--- src/rtl/alu_vector_sequencer.sv ---
// ALU self-test sequencer: walks NVEC ROM vectors through an external ALU, writes each
// result to RAM over a wen/ready handshake and optionally counts mismatches against vec_exp.
module alu_vector_sequencer #(
  parameter int             DW          = 32,
  parameter int             NVEC        = 16,
  parameter int             AW          = 32,
  parameter logic [AW-1:0]  ADDR_BASE   = {AW{1'b0}},
  parameter int             ADDR_STRIDE = 4,
  parameter int             CHECK_EN    = 1,
  localparam int            IW          = (NVEC > 1) ? $clog2(NVEC) : 1,
  localparam int            EW          = $clog2(NVEC + 1)
) (
  input  logic          CLK,
  input  logic          RST,
  input  logic          start,
  output logic [IW-1:0] vec_idx,
  input  logic [DW-1:0] vec_a,
  input  logic [DW-1:0] vec_b,
  input  logic [3:0]    vec_op,
  input  logic [DW-1:0] vec_exp,
  input  logic          vec_chk,
  output logic [DW-1:0] alu_porta,
  output logic [DW-1:0] alu_portb,
  output logic [3:0]    alu_op,
  input  logic [DW-1:0] alu_out,
  output logic [AW-1:0] mem_addr,
  output logic [DW-1:0] mem_store,
  output logic          mem_wen,
  input  logic          mem_ready,
  output logic          busy,
  output logic          halt,
  output logic [EW-1:0] err_count,
  output logic [IW-1:0] first_err
);

  localparam logic [2:0] IDLE  = 3'd0;
  localparam logic [2:0] ISSUE = 3'd1;
  localparam logic [2:0] WRITE = 3'd2;
  localparam logic [2:0] NEXT  = 3'd3;
  localparam logic [2:0] DONE  = 3'd4;

  localparam logic [IW-1:0] LAST_IDX = IW'(NVEC - 1);
  localparam logic [EW-1:0] ERR_MAX  = EW'(NVEC);

  logic [2:0]    state_r;
  logic [2:0]    state_nx_s;
  logic [IW-1:0] idx_r;
  logic [DW-1:0] res_r;
  logic [DW-1:0] exp_r;
  logic          chk_r;
  logic [EW-1:0] err_count_r;
  logic [IW-1:0] first_err_r;
  logic          busy_r;
  logic          halt_r;
  logic          mem_wen_r;
  logic [AW-1:0] mem_addr_r;
  logic [DW-1:0] mem_store_r;

  // Byte address of result word idx; arithmetic is modulo 2^AW so the sequence wraps.
  function automatic logic [AW-1:0] addr_of(input logic [IW-1:0] idx);
    return ADDR_BASE + (AW'(idx) * AW'(ADDR_STRIDE));
  endfunction

  function automatic logic is_mismatch(input logic chk, input logic [DW-1:0] res,
                                       input logic [DW-1:0] exp);
    return chk && (res != exp);
  endfunction

  // Next-state decode.
  always_comb begin
    state_nx_s = IDLE;
    case (state_r)
      IDLE:    state_nx_s = start ? ISSUE : IDLE;
      ISSUE:   state_nx_s = WRITE;
      WRITE:   state_nx_s = mem_ready ? NEXT : WRITE;
      NEXT:    state_nx_s = (idx_r == LAST_IDX) ? DONE : ISSUE;
      DONE:    state_nx_s = start ? ISSUE : DONE;
      default: state_nx_s = IDLE;
    endcase
  end

  // State, vector index, captured result and error bookkeeping.
  always_ff @(posedge CLK) begin
    if (RST) begin
      state_r     <= IDLE;
      idx_r       <= {IW{1'b0}};
      res_r       <= {DW{1'b0}};
      exp_r       <= {DW{1'b0}};
      chk_r       <= 1'b0;
      err_count_r <= {EW{1'b0}};
      first_err_r <= {IW{1'b0}};
    end else begin
      state_r <= state_nx_s;
      case (state_r)
        IDLE, DONE: begin
          if (start) begin
            idx_r       <= {IW{1'b0}};
            err_count_r <= {EW{1'b0}};
            first_err_r <= {IW{1'b0}};
          end
        end
        ISSUE: begin
          res_r <= alu_out;
          exp_r <= vec_exp;
          chk_r <= vec_chk & (CHECK_EN != 0);
        end
        WRITE: begin
          // Evaluated on the accepting cycle so a stalled write is counted once.
          if (mem_ready && is_mismatch(chk_r, res_r, exp_r)) begin
            if (err_count_r != ERR_MAX) begin
              err_count_r <= err_count_r + EW'(1);
            end
            if (err_count_r == {EW{1'b0}}) begin
              first_err_r <= idx_r;
            end
          end
        end
        NEXT: begin
          if (idx_r != LAST_IDX) begin
            idx_r <= idx_r + IW'(1);
          end
        end
        default: begin
          idx_r <= idx_r;
        end
      endcase
    end
  end

  // Registered handshake and status outputs, decoded from the upcoming state.
  always_ff @(posedge CLK) begin
    if (RST) begin
      busy_r      <= 1'b0;
      halt_r      <= 1'b0;
      mem_wen_r   <= 1'b0;
      mem_addr_r  <= {AW{1'b0}};
      mem_store_r <= {DW{1'b0}};
    end else begin
      busy_r    <= (state_nx_s == ISSUE) || (state_nx_s == WRITE) || (state_nx_s == NEXT);
      halt_r    <= (state_nx_s == DONE);
      mem_wen_r <= (state_nx_s == WRITE);
      if (state_nx_s == WRITE) begin
        if (state_r == ISSUE) begin
          mem_addr_r  <= addr_of(idx_r);
          mem_store_r <= alu_out;
        end else begin
          mem_addr_r  <= mem_addr_r;
          mem_store_r <= mem_store_r;
        end
      end else begin
        mem_addr_r  <= {AW{1'b0}};
        mem_store_r <= {DW{1'b0}};
      end
    end
  end

  // The ROM and ALU are combinational, so operands are presented during ISSUE itself.
  always_comb begin
    if (state_r == ISSUE) begin
      alu_porta = vec_a;
      alu_portb = vec_b;
      alu_op    = vec_op;
    end else begin
      alu_porta = {DW{1'b0}};
      alu_portb = {DW{1'b0}};
      alu_op    = 4'd0;
    end
  end

  assign vec_idx   = idx_r;
  assign busy      = busy_r;
  assign halt      = halt_r;
  assign mem_wen   = mem_wen_r;
  assign mem_addr  = mem_addr_r;
  assign mem_store = mem_store_r;
  assign err_count = err_count_r;
  assign first_err = first_err_r;

endmodule

--- config.mk ---
export PLATFORM = sky130hd
export DESIGN_NAME = alu_vector_sequencer
export DESIGN_NICKNAME = d
export VERILOG_FILES = /design/src/rtl/alu_vector_sequencer.sv
export SDC_FILE = /design/constraint.sdc
export NUM_CORES = 1
export LEC_CHECK = 0
export ABC_AREA = 1
export BUFFER_PORTS_ARGS = -buffer_cell sky130_fd_sc_hd__clkbuf_2
export CORE_UTILIZATION = 39
export CTS_CLUSTER_DIAMETER = 100
export DETAILED_ROUTE_END_ITERATION = 6
export GPL_ROUTABILITY_DRIVEN = 0
export GPL_TIMING_DRIVEN = 0
export PLACE_DENSITY_LB_ADDON = 0.15
export SLEW_MARGIN = 10
export SYNTH_ARGS = -nofsm -noshare
export SYNTH_HDL_FRONTEND = slang
export SYNTH_SLANG_ARGS = --single-unit
--- constraint.sdc ---
create_clock -name CLK -period 5.8 [get_ports CLK]
set_clock_uncertainty 0.15 [all_clocks]
set_input_delay 1.16 -clock CLK [delete_from_list [all_inputs] [get_ports CLK]]
set_output_delay 1.16 -clock CLK [all_outputs]
set_load 0.005 [all_outputs]
==> results.cfg <==
[run_status]
outcome = completed

[timing]
fmax_ghz = 0.271
tns_ns = 0
min_period_ns = 3.69
setup_ws_ns = 2.11
worstMarginPinSlew_ns = 0.710
setup_violations = 0
hold_violations = 0
maxSlewHeadroom_pct = 52.7
fin_crit_sh_pct = 63.7
rsz0062_at_grt = no
slew_viol_final = 0

[finish]
syn2layout_area_growth_pct = 40.5
fin_cells = 1295
final_nets = 1242
diodes = 0
drive_above_1_share_pct = 33.0

[clock_tree]
htree_levels = 4
cts.clk_slew.worst_paths_ns = 0.05
cts_sinks = 120
cts_buffer_depth = 2
cts_tree = built
cts_buffers = 17
cts_hold_buf = 0
insertion_delay_ns = 0.42
cts_resized = 0
post-cts-setup-buffer-count = 0
cts-root-buf = clkbuf_16

[setup_path]
ff2ff_path_depth = 7
startpoint_type = flip-flop
crit_chain = buf_2 > nor3_2 > inv_2 > clkbuf_1 > clkbuf_1 > nor2_1 > clkbuf_2
path_max_fanout = 10
crit_start = state_r[2]
worstPathArrival_ns = 2.38
timing.critical_path.buf_inv = 5
r2r_start = state_r[2]
crit_path_top_delay_cell = nor3_2
r2r_slack_ns = 3.65
cp_top_family = buffers and inverters
crit_top_cell = clkbuf_1
critPathKind = reg2out
timing.rr.end = exp_r[12]
cpPeakStageDelay_ns = 0.46
cp.required_ns = 4.49
end_kind = primary output

[synthesis]
avgSynthCellArea_sq_um = 6.99
netlist_instances = 801
synth.distinct_cells = 28
syn_area_sq_um = 5600
synth-seq-area-share_pct = 42.9
synth_top_area_cell = dfxtp_1
synth_top_area_share_pct = 42.9
synth_seq_cells = 120
synth.top_cells.by_area = dfxtp_1 (43%), nand2_1 (12%), nor2_1 (10%), inv_1 (6.6%), a21oi_1 (5.3%)
yosys_warnings = 0

[route]
viasPerCell = 4.33
drt-total-wl_um = 15700
vias = 5609
drtIter0Drc = 223
dr.pass1.iters = 4
routedWlPerCell_um = 12.1
postRouteAntennaNets = 0
drc = 0

[power]
finalPower_mw = 2.51
powerDensity_nw_per_um2 = 319
leakage_nw = 4.04
peakVddDrop_mv = 0.210

[floorplan]
die-width_um = 122
start_util_pct = 40.2
die_h_um = 122
rows = 43
die-area_sq_um = 14800
pin_count = 285
core_sq_um = 13900

[global_route]
grt_pass1_wl_um = 25500
grt_pass1_vias = 5377
grt_max_degree = 17
grt_use_total_pct = 22.3
antenna_found_initial = 0
overflow = 0

[min_path]
worstHoldStart = mem_store[1]
holdPathStages = 2
whs_endpoint = mem_store[1]
hold_class = reg2reg

[placed_design]
pre_cts_ws_ns = 2.48
port_buffers = 255
dp_cells = 1263
hpwlAfterDp_um = 11900

[run]
maxCapViolations = 0
==> per-stage QoR <==
step	cell area (sq um)	util [%]	hold WS [ns]
2_1_floorplan	5700	-	0.294
3_3_place_gp	7200	51.7	0.299
3_5_place_dp	7200	51.7	0.305
4_1_cts	7860	56.4	0.313
5_1_grt	7860	56.4	0.326
6_report	7860	56.4	0.312
==> how the worst max path moves through the flow <==
stage | slack, ns | depth (start not counted) | to
floorplan | 3.09 | 6 | alu_porta[0]
global placement | 2.48 | 7 | alu_op[2]
detailed placement | 2.48 | 7 | alu_porta[20]
CTS | 2.03 | 7 | alu_porta[20]
global route | 1.82 | 7 | alu_portb[10]
finish | 2.11 | 7 | alu_portb[18]
==> routing by layer <==
metal / wire (um) / part of all wire, % / up-vias / global-route usage [%]
met5: 0 / 0 / - / 0
met4: 125 / 0.79 / 0 / 7.18
met3: 1090 / 6.9 / 8 / 6.55
met2: 7470 / 47 / 190 / 37.0
met1: 7050 / 45 / 2425 / 27.5
li1: - / - / 2986 / -
==> area by class of cell <==
type                            count  area (sq um)
Fill cell                        1431          6070
Tap cell                          180           225
Sequential cell                   120          2400
Multi-Input combinational cell    537          2520
Timing Repair Buffer              255          1280
Clock buffer                       21           470
Inverter                          106           398
Clock inverter                     11           194
Buffer                             65           379
==> registers in the layout, indices dropped and copies added, names as in the netlist <==
signal,count
err_count,5
mem_store,32
vec_idx,4
mem_addr,4
halt,1
res_r,32
chk_r,1
state_r,3
mem_wen,1
exp_r,32
first_err,4
busy,1
==> cell usage in the layout (no fill, tap or decap), drive strengths merged <==
cell type | synthesis | layout
a32o | 1 | 1
nor2 | 152 | 152
clkinv | 0 | 2
clkbuf | 27 | 303
buf | 38 | 38
xnor2 | 23 | 23
nand3 | 7 | 7
nand4 | 1 | 1
o21ai | 38 | 38
bufinv | 0 | 5
nor3 | 5 | 5
xor2 | 1 | 1
o21bai | 1 | 1
nor4 | 1 | 1
inv | 106 | 106
conb | 1 | 28
a21oi | 90 | 90
nand2 | 186 | 186
clkinvlp | 0 | 4
dfxtp | 120 | 120
ha | 3 | 3
==> cell families after synthesis <==
kind of cell	share of synthesized area, %
AND/OR/NAND/NOR	24.6
buffers and inverters	13.9
AO/OA/AOI/OAI	14.1
flip-flops	42.9
XOR/XNOR	3.76
adder cells (fa/ha/maj)	0.671
other	0.0670
==> power breakdown <==
group	internal (mW)	switching [mW]
Sequential	0.882	0.0385
Combinational	0.175	0.246
Clock	0.796	0.371
Total	1.85	0.656
==> tightest hold or removal path, stage by stage (launching register included) <==
cell and delay [ns]:
dfxtp_1 0.30, nand2_1 0.06, a21oi_1 0.05
==> cell usage after synthesis, drive strengths merged <==
cell type	instances
nand2	186
buf	38
nor4	1
a21oi	90
dfxtp	120
nand4	1
ha	3
clkbuf	27
o21ai	38
nor2	152
inv	106
xnor2	23
xor2	1
conb	1
a32o	1
nand3	7
o21bai	1
nor3	5
Note: power is estimated with default switching activity, not from simulation.
